$ cat config.mk
export PLATFORM = sky130hd
export DESIGN_NAME = stream_arbiter
export DESIGN_NICKNAME = d
export VERILOG_FILES = /design/src/rtl/stream_arbiter.sv
export SDC_FILE = /design/constraint.sdc
export NUM_CORES = 1
export LEC_CHECK = 0
export CAP_MARGIN = 20
export CORE_UTILIZATION = 54
export DETAILED_ROUTE_END_ITERATION = 8
export HOLD_SLACK_MARGIN = 0.05
export PLACE_DENSITY = 0.79
export SYNTH_ARGS = -nofsm -noshare
export SYNTH_HDL_FRONTEND = slang
export SYNTH_SLANG_ARGS = --single-unit
$ cat constraint.sdc
create_clock -name clk -period 4.7 [get_ports clk]
set_input_delay 1.175 -clock clk [delete_from_list [all_inputs] [get_ports clk]]
set_output_delay 1.175 -clock clk [all_outputs]
set_load 0.03 [all_outputs]
$ cat src/rtl/stream_arbiter.sv
// Purpose : merges two producer request channels onto one registered consumer port.
//           Each channel has a small FIFO. A round-robin arbiter feeds the output stage.
//           Per-channel flushes squash matching-ID entries.
// Latency : a push on edge k can reach the output at edge k+1 at the earliest.
// Backpr. : out_stall_N is asserted while FIFO N is full. The output holds while
//           in_stall && out_valid. Flushes act every cycle regardless of in_stall.
// Ports   : clk/reset (sync, active-high); in_address_N/in_id_N/in_valid_N/out_stall_N and
//           flush_N/flush_id_N per channel; out_address/out_id/out_src/out_valid/in_stall
//           consumer side; squash_cnt saturating count of squashed live entries.
module stream_arbiter #(
    parameter int ADDR_W = 32,
    parameter int ID_W   = 8,
    parameter int DEPTH  = 2
) (
    input  logic              clk,
    input  logic              reset,
    input  logic [ADDR_W-1:0] in_address_1,
    input  logic [ID_W-1:0]   in_id_1,
    input  logic              in_valid_1,
    output logic              out_stall_1,
    input  logic              flush_1,
    input  logic [ID_W-1:0]   flush_id_1,
    input  logic [ADDR_W-1:0] in_address_2,
    input  logic [ID_W-1:0]   in_id_2,
    input  logic              in_valid_2,
    output logic              out_stall_2,
    input  logic              flush_2,
    input  logic [ID_W-1:0]   flush_id_2,
    output logic [ADDR_W-1:0] out_address,
    output logic [ID_W-1:0]   out_id,
    output logic              out_src,
    output logic              out_valid,
    input  logic              in_stall,
    output logic [7:0]        squash_cnt
);
    localparam int PW = (DEPTH > 1) ? $clog2(DEPTH) : 1;
    localparam int CW = PW + 1;

    // Channel-indexed views of the ports (index 0 = channel 1).
    logic [ADDR_W-1:0] in_addr [2];
    logic [ID_W-1:0]   in_id   [2];
    logic [ID_W-1:0]   fl_id   [2];
    logic [1:0]        in_vld;
    logic [1:0]        fl;

    assign in_addr[0] = in_address_1;
    assign in_addr[1] = in_address_2;
    assign in_id[0]   = in_id_1;
    assign in_id[1]   = in_id_2;
    assign fl_id[0]   = flush_id_1;
    assign fl_id[1]   = flush_id_2;
    assign in_vld     = {in_valid_2, in_valid_1};
    assign fl         = {flush_2, flush_1};

    // Storage: each entry is {addr, id, live}.
    logic [ADDR_W-1:0] mem_addr_q [2][DEPTH];
    logic [ID_W-1:0]   mem_id_q   [2][DEPTH];
    logic              mem_live_q [2][DEPTH];
    logic [PW-1:0]     rd_ptr_q   [2];
    logic [PW-1:0]     wr_ptr_q   [2];
    logic [CW-1:0]     count_q    [2];
    logic              rr_q;

    logic [ADDR_W-1:0] out_address_q;
    logic [ID_W-1:0]   out_id_q;
    logic              out_src_q;
    logic              out_valid_q;
    logic [7:0]        squash_cnt_q;
    logic [7:0]        squash_cnt_d;

    logic [1:0]        full, push, cand, dead_pop, pop;
    logic [DEPTH-1:0]  kill [2];
    logic              load, grant_any, winner, out_kill;

    always_comb begin
        full      = '0;
        push      = '0;
        cand      = '0;
        dead_pop  = '0;
        pop       = '0;
        kill[0]   = '0;
        kill[1]   = '0;
        for (int c = 0; c < 2; c++) begin
            logic nonempty;
            logic head_live;
            logic head_hit;
            nonempty    = (count_q[c] != '0);
            full[c]     = (count_q[c] == CW'(DEPTH));
            push[c]     = in_vld[c] && !full[c];
            head_live   = nonempty && mem_live_q[c][rd_ptr_q[c]];
            // A head being flushed this cycle must not slip out as a grant.
            head_hit    = fl[c] && (mem_id_q[c][rd_ptr_q[c]] == fl_id[c]);
            cand[c]     = head_live && !head_hit;
            dead_pop[c] = nonempty && !mem_live_q[c][rd_ptr_q[c]];
            for (int i = 0; i < DEPTH; i++) begin
                logic [PW-1:0] off;
                off = PW'(i) - rd_ptr_q[c];
                // Only slots inside the occupied window count as killed entries.
                kill[c][i] = fl[c] && (CW'(off) < count_q[c]) && mem_live_q[c][i]
                             && (mem_id_q[c][i] == fl_id[c]);
            end
        end

        load      = !out_valid_q || !in_stall;
        grant_any = load && (cand != 2'b00);
        // With both candidates rr picks; otherwise the only candidate wins.
        winner    = (cand == 2'b11) ? rr_q : cand[1];
        pop[0]    = dead_pop[0] || (grant_any && !winner);
        pop[1]    = dead_pop[1] || (grant_any && winner);

        out_kill  = out_valid_q && fl[out_src_q] && (out_id_q == fl_id[out_src_q]);
    end

    always_comb begin
        int unsigned kills;
        int unsigned sum;
        kills = out_kill ? 1 : 0;
        for (int c = 0; c < 2; c++) begin
            for (int i = 0; i < DEPTH; i++) begin
                kills += kill[c][i] ? 1 : 0;
            end
        end
        sum          = 32'(squash_cnt_q) + kills;
        squash_cnt_d = (sum > 32'd255) ? 8'd255 : sum[7:0];
    end

    // Control state; the FIFO payload below needs no reset because count gates it.
    always_ff @(posedge clk) begin
        if (reset) begin
            for (int c = 0; c < 2; c++) begin
                rd_ptr_q[c] <= '0;
                wr_ptr_q[c] <= '0;
                count_q[c]  <= '0;
            end
            rr_q          <= 1'b0;
            out_address_q <= '0;
            out_id_q      <= '0;
            out_src_q     <= 1'b0;
            out_valid_q   <= 1'b0;
            squash_cnt_q  <= '0;
        end else begin
            for (int c = 0; c < 2; c++) begin
                if (push[c]) wr_ptr_q[c] <= wr_ptr_q[c] + 1'b1;
                if (pop[c])  rd_ptr_q[c] <= rd_ptr_q[c] + 1'b1;
                count_q[c] <= count_q[c] + CW'(push[c]) - CW'(pop[c]);
            end
            if (grant_any) begin
                out_address_q <= mem_addr_q[winner][rd_ptr_q[winner]];
                out_id_q      <= mem_id_q[winner][rd_ptr_q[winner]];
                out_src_q     <= winner;
                out_valid_q   <= 1'b1;
                rr_q          <= !winner;
            end else if (load || out_kill) begin
                out_valid_q   <= 1'b0;
            end
            squash_cnt_q <= squash_cnt_d;
        end
    end

    always_ff @(posedge clk) begin
        for (int c = 0; c < 2; c++) begin
            for (int i = 0; i < DEPTH; i++) begin
                if (kill[c][i]) mem_live_q[c][i] <= 1'b0;
            end
            // The write slot is never occupied, so it cannot collide with a kill.
            if (push[c]) begin
                mem_addr_q[c][wr_ptr_q[c]] <= in_addr[c];
                mem_id_q[c][wr_ptr_q[c]]   <= in_id[c];
                mem_live_q[c][wr_ptr_q[c]] <= !(fl[c] && (in_id[c] == fl_id[c]));
            end
        end
    end

    assign out_stall_1 = full[0];
    assign out_stall_2 = full[1];
    assign out_address = out_address_q;
    assign out_id      = out_id_q;
    assign out_src     = out_src_q;
    assign out_valid   = out_valid_q;
    assign squash_cnt  = squash_cnt_q;

endmodule

# ---- After elaboration in Yosys (flattened, before gate mapping)
# Memories as Yosys holds them, arrays and structs flattened.
# Cells that the tools add are included.
dict set report word_totals {
  regBits 51
  ram_bits 172
  in_bits 103
  out_inout_bits 52
  word_cells 204
  n_memories 6
}
# memory words width rd rd_ports_with_merged_regs wr line_no
set mem_list {}
lappend mem_list {mem_addr_q 2 64 1 0 2 56} ;# logic [ADDR_W-1:0] mem_addr_q [2][DEPTH];
lappend mem_list {mem_id_q 2 16 3 0 2 57} ;# logic [ID_W-1:0] mem_id_q [2][DEPTH];
lappend mem_list {count_q 2 2 2 0 2 61} ;# logic [CW-1:0] count_q [2];
lappend mem_list {mem_live_q 2 2 2 0 2 58} ;# logic mem_live_q [2][DEPTH];
lappend mem_list {rd_ptr_q 2 1 3 0 2 59} ;# logic [PW-1:0] rd_ptr_q [2];
lappend mem_list {wr_ptr_q 2 1 2 0 2 60} ;# logic [PW-1:0] wr_ptr_q [2];
dict set report op_classes {
  n_addsub 17
  order_cmp 14
  n_eq_ne 12
  n_mux 83
  bitwise_logic 16
  reduce_logical 50
}
# cell n
set ops {}
lappend ops {{32-bit two-way mux} 5}
lappend ops {{64-bit two-way mux} 2}
lappend ops {{8-bit two-way mux} 15}
lappend ops {{8-bit equality test} 9}
lappend ops {{32-bit demux with 1-bit select} 2}
lappend ops {{1-bit two-way mux} 49}
lappend ops {{16-bit two-way mux} 2}
lappend ops {{1-bit logical AND} 31}
lappend ops {{8-bit demux with 1-bit select} 2}
lappend ops {{2-bit greater-or-equal comparator, second input constant} 6}
lappend ops {{1-bit inverter with 2-bit output} 6}
lappend ops {{1-bit zero test} 11}
lappend ops {{1-bit OR} 10}
lappend ops {{8-bit by 5-bit adder with 9-bit output} 1}
lappend ops {{9-bit by 8-bit > comparator with 1-bit output, second input constant} 1}
lappend ops {{1-bit by 2-bit < comparator with 1-bit output} 4}
lappend ops {{2-bit two-way mux} 4}
lappend ops {{2-bit nonzero test} 4}
lappend ops {{2-bit equality test, second input constant} 3}
lappend ops {{4-bit by 1-bit adder with 5-bit output} 1}
lappend ops {{1-bit adder, second input constant} 4}
lappend ops {{2-bit by 1-bit adder with 2-bit output} 2}
lappend ops {{3-bit by 1-bit adder with 4-bit output} 1}
lappend ops {{1-bit logical OR} 4}
lappend ops {{7 further kinds} 13}

# ---- Depth between registers and ports, before layout
# Gate-level depths: netlist of the first run.
# An unclocked memory read counts as a cell.
dict set report depth {
  depth_word 18
  ltp_mapped 17
  mapped_depth_nobuf 16
}

# ---- Worst setup path before layout of the first run
# OpenSTA, ideal clock, no wires.
dict set report synth_timing {
  path_kind {input to register}
  startpoint {input port flush_id_1[5]}
  endpoint {register squash_cnt_q[0], in the netlist squash_cnt[0]}
  setup_ns 0.132
  t_arrival_ns 4.084
  required_time_ns 4.568
  setup_slack_ns 0.484
  path_stages 16
  path_buffers 1
  path_cell_list {clkbuf_1 > xor2_1 > nor2_1 > nand4_1 > nor4_1 > fa_1 > inv_1 > fa_1 > inv_1 > ha_1 > fa_1 > a21oi_1 > nor2b_1 > and3_1 > nand3_1 > a21oi_1}
}
dict set report synth_between {
  elab_chain_cells 13
  elab_cells_between_ends 19
}
# element line_no
set synth_lines {}
lappend synth_lines {{start, declared} 22} ;# input logic [ID_W-1:0] flush_id_1,
lappend synth_lines {{8-bit two-way mux (implied by the code) (3 in series)} 111} ;# out_kill = out_valid_q && fl[out_src_q] && (out_id_q == fl_id[out_src_q]);
lappend synth_lines {{8-bit equality test} 111}
lappend synth_lines {{1-bit logical AND} 111}
lappend synth_lines {{1-bit two-way mux} 117} ;# kills = out_kill ? 1 : 0;
lappend synth_lines {{1-bit by 1-bit adder with 2-bit output} 120} ;# kills += kill[c][i] ? 1 : 0;
lappend synth_lines {{2-bit by 1-bit adder with 3-bit output (*)} 120}
lappend synth_lines {{3-bit by 1-bit adder with 4-bit output (*)} 120}
lappend synth_lines {{4-bit by 1-bit adder with 5-bit output (*)} 120}
lappend synth_lines {{8-bit by 5-bit adder with 9-bit output (*)} 123} ;# sum = 32'(squash_cnt_q) + kills;
lappend synth_lines {{9-bit by 8-bit > comparator with 1-bit output} 124} ;# squash_cnt_d = (sum > 32'd255) ? 8'd255 : sum[7:0];
lappend synth_lines {{8-bit two-way mux (*)} 124}
lappend synth_lines {{end signal, assigned} 156} ;# squash_cnt_q <= squash_cnt_d;
lappend synth_lines {{end, declared} 68} ;# logic [7:0] squash_cnt_q;
# Every way passes the cells marked *; elsewhere a longest branch is shown, timed or not. The select of a mux whose other input is x is not followed.
# A chain may end at the register's enable or synchronous reset.

# ---- Final worst setup path of the first run
dict set report layout_timing {
  startpoint {input port flush_id_1[1]}
  endpoint {register squash_cnt_q[3], in the netlist squash_cnt[3]}
}
# The elaborated chain is that of the path after synthesis.

==> run_results.csv, run 1 <==
group,metric,value,unit
run_status,status,"completed",
floorplan,dieArea,0.0187,mm^2
clock_network,postCtsHoldBufs,0,
pwr,clkPwrFrac,25.5,%
drt,num_vias,6188,
setup_path,crit_family,"adder cells",
drt,postRouteWirelength,22700,um
clock_network,cts_setup_buffers,0,
logic_synthesis,ys_async_sr_fraction,0,%
floorplan,die_h,137,um
finish,layout_commonest_cell,"edfxtp_1",
timing,setup_violations,0,
place,io_buffers,154,
logic_synthesis,synth-edff-count,168,
clock_network,cts.htree.levels,1,
pwr,p_leak,4.54,nW
hold_path,hold_path.class,"reg2reg",
drt,drt_iter0_drc,430,
finish,synthToLayoutAreaGrowth,27.1,%
flow_run,maxCapViolCount,0,
place,gp_routability_congestion,0.899,
setup_path,reg2reg_setup_slack,810,ps
pwr,power_density,574,mW/mm^2
global_routing,grt_max_degree,63,
finish,regArea,0.00615,mm^2
setup_path,slowest_delay,560,ps
logic_synthesis,ys.flop_type,"edfxtp_1",
pwr,p_sw,2.36,mW
setup_path,criticalPathCategory,"in2reg",
floorplan,initial_core_util,56.0,%
global_routing,grt_pass1_vias,6631,
logic_synthesis,syn_inst,685,
floorplan,die_w,137,um
drt,firstDrtPassIters,5,
global_routing,grt_pass1_wl,35200,um
drt,ant_nets,0,
pwr,p_sw_share,32.9,%
logic_synthesis,ys_seq_elements,223,
place,dp_hpwl,15100,um
finish,utilization,71.2,%
pwr,p_int,4.81,mW
clock_network,cts_resized,0,
setup_path,cp_max_fo,6,
drt,routedWlPerCell,20.7,um
timing,fin_crit,4400,ps
finish,finalNetCount,970,
finish,fillers,1173,
timing,slew_viol_final,0,
setup_path,crit_path_top_delay_cell,"clkdlybuf4s50_1",
floorplan,ios,155,
clock_network,cts_buffers,23,
drt,via_per_inst,5.64,
timing,hold_violations,0,
pwr,comb_power_share,36.0,%
timing,finalCritPeriodShare,93.5,%
setup_path,worstPathCellList,"clkdlybuf4s50_1 -> mux2i_1 -> xor2_1 -> nand4_1 -> nor4b_1 -> nand4_1 -> fa_1 -> inv_1 -> ha_1 -> fa_1 -> a21oi_1 -> nor2b_1 -> and3_1 -> nand3_1 -> a21oi_1",
setup_path,cp-end-kind,"register",
clock_network,clock_sinks,223,
logic_synthesis,syn_area,0.00983,mm^2
clock_network,cts_tree,"built",
clock_network,clock_latency,530,ps
global_routing,overflow,0,
global_routing,antenna_found_initial,1,
pwr,pwr-share-seq,38.5,%
logic_synthesis,yosys_warnings,0,
finish,drive_gt1_share,14.1,%
setup_path,cp.required,5060,ps
drt,drcViolationCount,0,
clock_network,clock_path_buffers,3,
floorplan,core,0.0175,mm^2
timing,rsz0062_at_grt,"false",
timing,fmax,227,MHz
clock_network,clk_pin_slew,60,ps
timing,setup_slack,304,ps
pwr,ir_worst_vdd,0.388,mV
timing,slew_headroom,31.6,%
finish,multi_input_area,0.00346,mm^2
timing,tightest_slew,1030,ps
clock_network,cts-root-buf,"clkbuf_16",
timing,finClkSkew,21.4,ps
logic_synthesis,seq_area_frac_synth,62.5,%
logic_synthesis,synthDistinctLibCells,39,
logic_synthesis,syn-num-nets,799,
setup_path,cp-start-kind,"primary input",
finish,final_cell_mix,"edfxtp_1 (168), clkdlybuf4s50_1 (153), mux2i_1 (91)",
global_routing,grt.total_usage,25.2,%
logic_synthesis,syn-mean-instance-area,14.3,um^2
place,dp_slack,-165,ps
floorplan,num_rows,48,
finish,diodes,0,
setup_path,arrival,4750,ps
setup_path,path_buf_inv,2,
-- synthesized netlist by cell type (all sizes together), types with 2 or more instances --
cell type,number,share of area (%)
a31o,2,0.18
nand4,7,0.45
buf,11,0.93
or2,3,0.19
o21ai,7,0.36
clkbuf,30,1.1
a21oi,12,0.61
nor2,19,0.73
nor4,7,0.45
inv,13,0.50
o21bai,2,0.15
ha,8,1.0
mux2,41,6.1
nand2,11,0.42
edfxtp,168,51
and3,3,0.19
o22ai,40,2.5
dfxtp,55,11
a211oi,4,0.31
xnor2,42,3.7
nand3,13,0.66
nand2b,45,2.9
fa,3,0.61
nor2b,5,0.32
nor3,3,0.15
xor2,32,2.9
mux2i,91,9.3
-- layer usage --
metal | GRT usage [%] | up-vias | share of wire [%]
li1 | - | 2869 | -
met1 | 31.8 | 3032 | 41
met2 | 44.7 | 251 | 51
met3 | 4.26 | 36 | 7.1
met4 | 6.47 | 0 | 1.8
met5 | 0 | - | 0
-- final cells by class --
cell class / instances / area share (%)
multi-input combinational: 408 / 27.7
clock buffer: 32 / 5.20
sequential: 223 / 49.2
clock inverter: 9 / 0.902
timing repair buffer: 187 / 14.4
inverter: 13 / 0.391
tap: 225 / 2.25
-- power by group through the flow --
| stage | combinational [mW] | clock (mW) | sequential, mW |
|---|---|---|---|
| finish | 2.58 | 1.83 | 2.76 |
| global placement | 2.52 | 0 | 2.77 |
| floorplan | 1.47 | 0 | 3.03 |
| global route | 2.75 | 1.93 | 2.79 |
| CTS | 2.60 | 1.86 | 2.76 |
| detailed placement | 2.58 | 0 | 2.79 |
-- path summary, 6_finish.rpt --
check                        from              end  depth (start not counted)
setup / recovery    flush_id_1[1]    squash_cnt[3]                         15
hold / removal    out_address[17]  out_address[17]                          2
setup reg to reg          out_src    squash_cnt[3]                         14
hold reg to reg   out_address[17]  out_address[17]                          2
-- tightest hold or removal path, delay by kind of cell, from the launching register on --
family,cells,cell delay (ps)
flops,1,310
compound gates,1,70
simple gates,1,60
-- cell families (layout without fill, tap and decap cells) --
family,count (synthesis),count (layout),synth area share [%]
compound gates,72,72,4.62
buf+inv,54,241,2.57
simple gates,119,119,6.65
fa+ha+maj,11,11,1.63
xor+xnor,74,74,6.60
mux,132,132,15.4
flops,223,223,62.5
-- metrics by stage --
step,total power [mW],cells,hold slack (ps),setup TNS (ps),cell area [um^2]
2_1_floorplan,4.50,685,479,0,9830
3_3_place_gp,5.29,1056,470,-722,11700
3_5_place_dp,5.37,1056,471,-1240,11700
4_1_cts,7.22,1097,487,0,12500
5_1_grt,7.47,1097,500,0,12500
6_report,7.17,1097,485,0,12500
-- sequential cells by signal, summed over array words and instances, names as in the netlist --
| register | count |
|---|---|
| mem_id_q | 32 |
| out_valid | 1 |
| out_id | 8 |
| count_q | 4 |
| rd_ptr_q | 2 |
| out_address | 32 |
| rr_q | 1 |
| wr_ptr_q | 2 |
| mem_addr_q | 128 |
| squash_cnt | 8 |
| mem_live_q | 4 |
| out_src | 1 |
Power figures use the tool's default switching activity.
==> run 2: changes to the inputs <==
Settings changed: CORE_MARGIN set to 1.5.
==> run_results.csv, run 2 (synthesis gave the netlist of run 1 again) <==
group,metric,value,unit
hold_path,hold_path.class,"reg2reg",
drt,firstDrtPassIters,5,
clock_network,cts_buffers,23,
place,post_dp_cell_area,0.0117,mm^2
place,io_buffers,154,
timing,setup_slack,264,ps
place,gp_routability_congestion,0.949,
global_routing,grt_pass1_wl,33700,um
setup_path,cp-start-kind,"primary input",
timing,tightest_slew,988,ps
clock_network,cts.htree.levels,1,
global_routing,grt_max_degree,63,
setup_path,slowest_delay,560,ps
floorplan,die_h,138,um
timing,setup_violations,0,
place,dp_hpwl,15100,um
clock_network,cts-root-buf,"clkbuf_16",
finish,layout_commonest_cell,"edfxtp_1",
setup_path,cpMostUsedCell,"fa_1",
setup_path,reg2reg_setup_slack,740,ps
finish,fin_area,0.0124,mm^2
timing,slew_viol_final,0,
finish,diodes,0,
clock_network,clock_path_buffers,3,
timing,hold_violations,0,
pwr,ir_worst_vdd,0.407,mV
setup_path,reg2reg_depth,14,
finish,synthToLayoutAreaGrowth,26.7,%
setup_path,cp.required,5040,ps
finish,layout.cells.non_filler,1104,
timing,fin_crit,4440,ps
hold_path,hold_path_depth,2,
drt,drt_iter0_drc,358,
floorplan,ios,155,
timing,fin_hold_ws,488,ps
finish,utilization,69.5,%
floorplan,die_w,138,um
setup_path,worstPathCellList,"clkdlybuf4s50_1 -> xor2_1 -> nor2_1 -> nand4_1 -> nor4_1 -> buf_4 -> fa_1 -> inv_1 -> fa_1 -> inv_1 -> ha_1 -> fa_1 -> a21oi_1 -> nor2b_1 -> and3_1 -> nand3_1 -> a21oi_1",
timing,finalCritPeriodShare,94.4,%
floorplan,dieArea,0.0190,mm^2
finish,finalNetCount,973,
timing,slew_headroom,34.0,%
clock_network,cts_tree,"built",
floorplan,num_rows,49,
global_routing,grt.total_usage,23.7,%
run_status,status,"completed",
setup_path,rr_endpoint,"squash_cnt[5]",
pwr,p_leak,4.51,nW
global_routing,overflow,0,
hold_path,hold_start,"out_address[19]",
finish,final_cell_mix,"edfxtp_1 (168), clkdlybuf4s50_1 (153), mux2i_1 (91)",
clock_network,cts_setup_buffers,0,
clock_network,clock_sinks,223,
drt,ant_nets,0,
hold_path,hold-path-endpoint,"out_address[19]",
drt,routedWlPerCell,20.5,um
setup_path,cp-end-kind,"register",
floorplan,initial_core_util,54.9,%
drt,postRouteWirelength,22600,um
place,dp_slack,-207,ps
clock_network,clock_latency,490,ps
setup_path,timing.rr.start,"out_src",
setup_path,crit_path_top_delay_cell,"clkdlybuf4s50_1",
clock_network,clk_pin_slew,60,ps
timing,fmax,225,MHz
flow_run,maxCapViolCount,0,
drt,num_vias,6118,
place,numPlacedInstances,1062,
pwr,power_density,564,mW/mm^2
setup_path,critPathLaunch,"flush_id_1[5]",
setup_path,cp_max_fo,6,
floorplan,core,0.0179,mm^2
clock_network,cts_resized,0,
timing,finClkSkew,6.12,ps
setup_path,arrival,4780,ps
finish,largest_reg_flops,128,
timing,rsz0062_at_grt,"false",
clock_network,postCtsHoldBufs,0,
global_routing,grt_pass1_vias,6366,
drt,drcViolationCount,0,
setup_path,criticalPathCategory,"in2reg",
finish,drive_gt1_share,13.9,%
drt,via_per_inst,5.54,
global_routing,antenna_found_initial,0,
-- run 2: cell count changes in the layout (fill, tap and decap cells not counted), moves of 2 or more --
cell | before | now
clkbuf_8 | 4 | 1
clkbuf_1 | 5 | 7
clkinv_1 | 1 | 3
buf_4 | 32 | 35
-- run 2: worst max-delay path by stage --
stage,end,slack (ps),cells past startpoint
4_1_cts,squash_cnt[5],280,17
6_report,squash_cnt[5],260,17
2_1_floorplan,squash_cnt[0],480,16
5_1_grt,squash_cnt[2],50,15
3_3_place_gp,squash_cnt[1],-120,17
3_5_place_dp,squash_cnt[5],-210,17
-- run 2: critical path: cells and delay by family --
family / cells / cell delay, ps
adder cells (fa/ha/maj): 4 / 1640
buffers and inverters: 4 / 800
AND/OR/NAND/NOR: 6 / 670
AO/OA/AOI/OAI: 2 / 310
XOR/XNOR: 1 / 160
-- run 2: layout make-up --
type | instances | area, um^2
flip-flops and latches | 223 | 6150
fillers | 1218 | 5460
multi-input cells | 408 | 3460
repair buffers | 190 | 1820
clock buffers | 31 | 616
well taps | 229 | 287
clock inverters | 10 | 73.8
inverters | 13 | 48.8
-- run 2: power by group --
part           internal, mW  switching [mW]
Clock                 0.972           0.714
Combinational          1.19            1.39
Sequential             2.54           0.217
Total                  4.70            2.32
-- run 2: metrics by stage --
step	total power [mW]	setup TNS, ps
2_1_floorplan	4.50	0
3_3_place_gp	5.29	-859
3_5_place_dp	5.36	-1530
4_1_cts	7.05	0
5_1_grt	7.31	0
6_report	7.02	0
-- run 2: per-layer routing --
metal,global-route usage (%),part of all wire [%],vias to the layer above
met3,3.98,5.0,32
met1,30.4,42,3033
met2,41.9,51,182
li1,-,-,2871
met5,0,0,-
met4,5.79,1.5,0
==> run 3: changes to the inputs <==
Settings changed: CORE_UTILIZATION 54 to 25, PLACE_DENSITY 0.79 to 0.42, REMOVE_ABC_BUFFERS set to 1.
Clock period 4.7 ns to 4.2 ns, I/O delays scaled along.
==> run_results.csv, run 3 (synthesis gave the netlist of run 1 again) <==
group,metric,value,unit
run_status,status,"completed",
floorplan,dieArea,0.0405,mm^2
pwr,clkPwrFrac,27.7,%
drt,routedWlPerCell,19.6,um
place,post_dp_cell_area,0.0123,mm^2
pwr,p_int,5.67,mW
global_routing,use_met3,3.48,%
setup_path,criticalPathCategory,"in2reg",
clock_network,clock_latency,530,ps
floorplan,num_rows,72,
pwr,p_sw_share,33.0,%
drt,via_per_inst,4.29,
timing,hold_violations,0,
place,dp_slack,-522,ps
drt,firstDrtPassIters,5,
global_routing,grt.total_usage,13.7,%
finish,largest_reg_flops,128,
clock_network,clock_path_buffers,3,
timing,setup_violations,0,
finish,fillers,3841,
timing,fin_hold_ws,484,ps
pwr,comb_power_share,35.7,%
pwr,ir_worst_vdd,0.339,mV
finish,final_cell_mix,"edfxtp_1 (168), clkdlybuf4s50_1 (149), mux2i_1 (91)",
drt,ant_nets,0,
global_routing,grt_pass1_wl,41300,um
timing,finalCritPeriodShare,94.9,%
global_routing,grt-busiest-layer,"met2",
floorplan,initial_core_util,25.4,%
finish,multi_input_area,0.00350,mm^2
finish,synthToLayoutAreaGrowth,34.8,%
timing,setup_slack,215,ps
flow_run,maxCapViolCount,0,
pwr,pwr-share-seq,36.6,%
setup_path,cp-end-kind,"register",
floorplan,core,0.0387,mm^2
floorplan,ios,155,
timing,slew_viol_final,0,
global_routing,use_met1,18.8,%
setup_path,cp_max_fo,2,
clock_network,clk_pin_slew,60,ps
global_routing,grt_pass1_vias,6398,
pwr,p_leak,4.75,nW
timing,tightest_slew,751,ps
clock_network,clock_sinks,223,
finish,utilization,34.2,%
floorplan,die_h,201,um
global_routing,grt_max_degree,47,
clock_network,postCtsHoldBufs,0,
drt,num_vias,6079,
place,io_buffers,154,
setup_path,arrival,4390,ps
timing,fin_crit,3990,ps
drt,postRouteWirelength,27700,um
timing,fmax,251,MHz
global_routing,antenna_found_initial,2,
finish,layout_commonest_cell,"edfxtp_1",
place,gp_routability_congestion,0.799,
pwr,p_sw,2.79,mW
hold_path,hold_path.class,"reg2reg",
global_routing,overflow,0,
setup_path,cp.required,4600,ps
clock_network,cts_tree,"built",
finish,finalNetCount,993,
pwr,power_density,639,mW/mm^2
finish,regArea,0.00615,mm^2
setup_path,cp-start-kind,"primary input",
drt,drcViolationCount,0,
global_routing,use_met2,22.0,%
timing,slew_headroom,49.8,%
floorplan,die_w,201,um
place,dp_hpwl,18900,um
timing,finClkSkew,9.34,ps
finish,fin_area,0.0132,mm^2
finish,drive_gt1_share,17.4,%
drt,drt_iter0_drc,200,
clock_network,cts_buffers,27,
clock_network,cts-root-buf,"clkbuf_16",
clock_network,cts.htree.levels,1,
## run 3: cell type report
class                           instances  share of cell area, %
Sequential cell                       223                   46.4
Multi-Input combinational cell        408                   26.4
Clock inverter                         12                   1.02
Clock buffer                           36                   5.73
Tap cell                              518                   4.89
Timing Repair Buffer                  206                   15.2
Inverter                               13                  0.368
Antenna cell                            1                 0.0189
## run 3: path summary, 6_finish.rpt
check	slack [ps]	to	start	depth (start not counted)
setup / recovery	210	squash_cnt[7]	flush_id_1[2]	18
hold / removal	480	out_address[21]	out_address[21]	2
setup reg to reg	600	squash_cnt[7]	count_q[0][0]	18
hold reg to reg	480	out_address[21]	out_address[21]	2
## run 3: critical path: stages
cell and delay (ps):
clkdlybuf4s50_1 520, xnor2_1 160, nand3_1 150, nor4_2 330, buf_4 170, fa_1 140, inv_1 50, fa_1 530
inv_1 50, ha_1 220, fa_2 380, a21oi_2 140, nor2b_1 60, buf_4 130, nand3_1 90, nand3_1 70
o21ai_0 80, nor2_1 50
## run 3: stage by stage
| step | std cells | power [mW] | TNS, ps |
|---|---|---|---|
| after floorplan | 644 | 5.00 | -66550 |
| after global placement | 1366 | 6.22 | -4140 |
| after detailed placement | 1366 | 6.23 | -4040 |
| after CTS | 1414 | 8.63 | 0 |
| after global routing | 1416 | 8.94 | -5.13 |
| final | 1417 | 8.46 | 0 |
## run 3: power by group through the flow
stage	sequential [mW]	combinational, mW	clock, mW
final	3.10	3.02	2.34
after global routing	3.14	3.27	2.52
after CTS	3.10	3.11	2.43
after detailed placement	3.14	3.09	0
after global placement	3.14	3.08	0
after floorplan	3.55	1.45	0
## run 3: per-layer routing
| layer | part of all wire (%) | up-vias |
|---|---|---|
| met4 | 1.0 | 2 |
| met3 | 6.5 | 24 |
| met1 | 47 | 2986 |
| met5 | 0.047 | - |
| met2 | 46 | 157 |
| li1 | - | 2910 |
## run 3: what timing repair did
action / 4_1_cts / 5_1_grt
endpoints found under the setup margin: 0 / 8
resized for setup: 0 / 12
setup buffers: 0 / 2
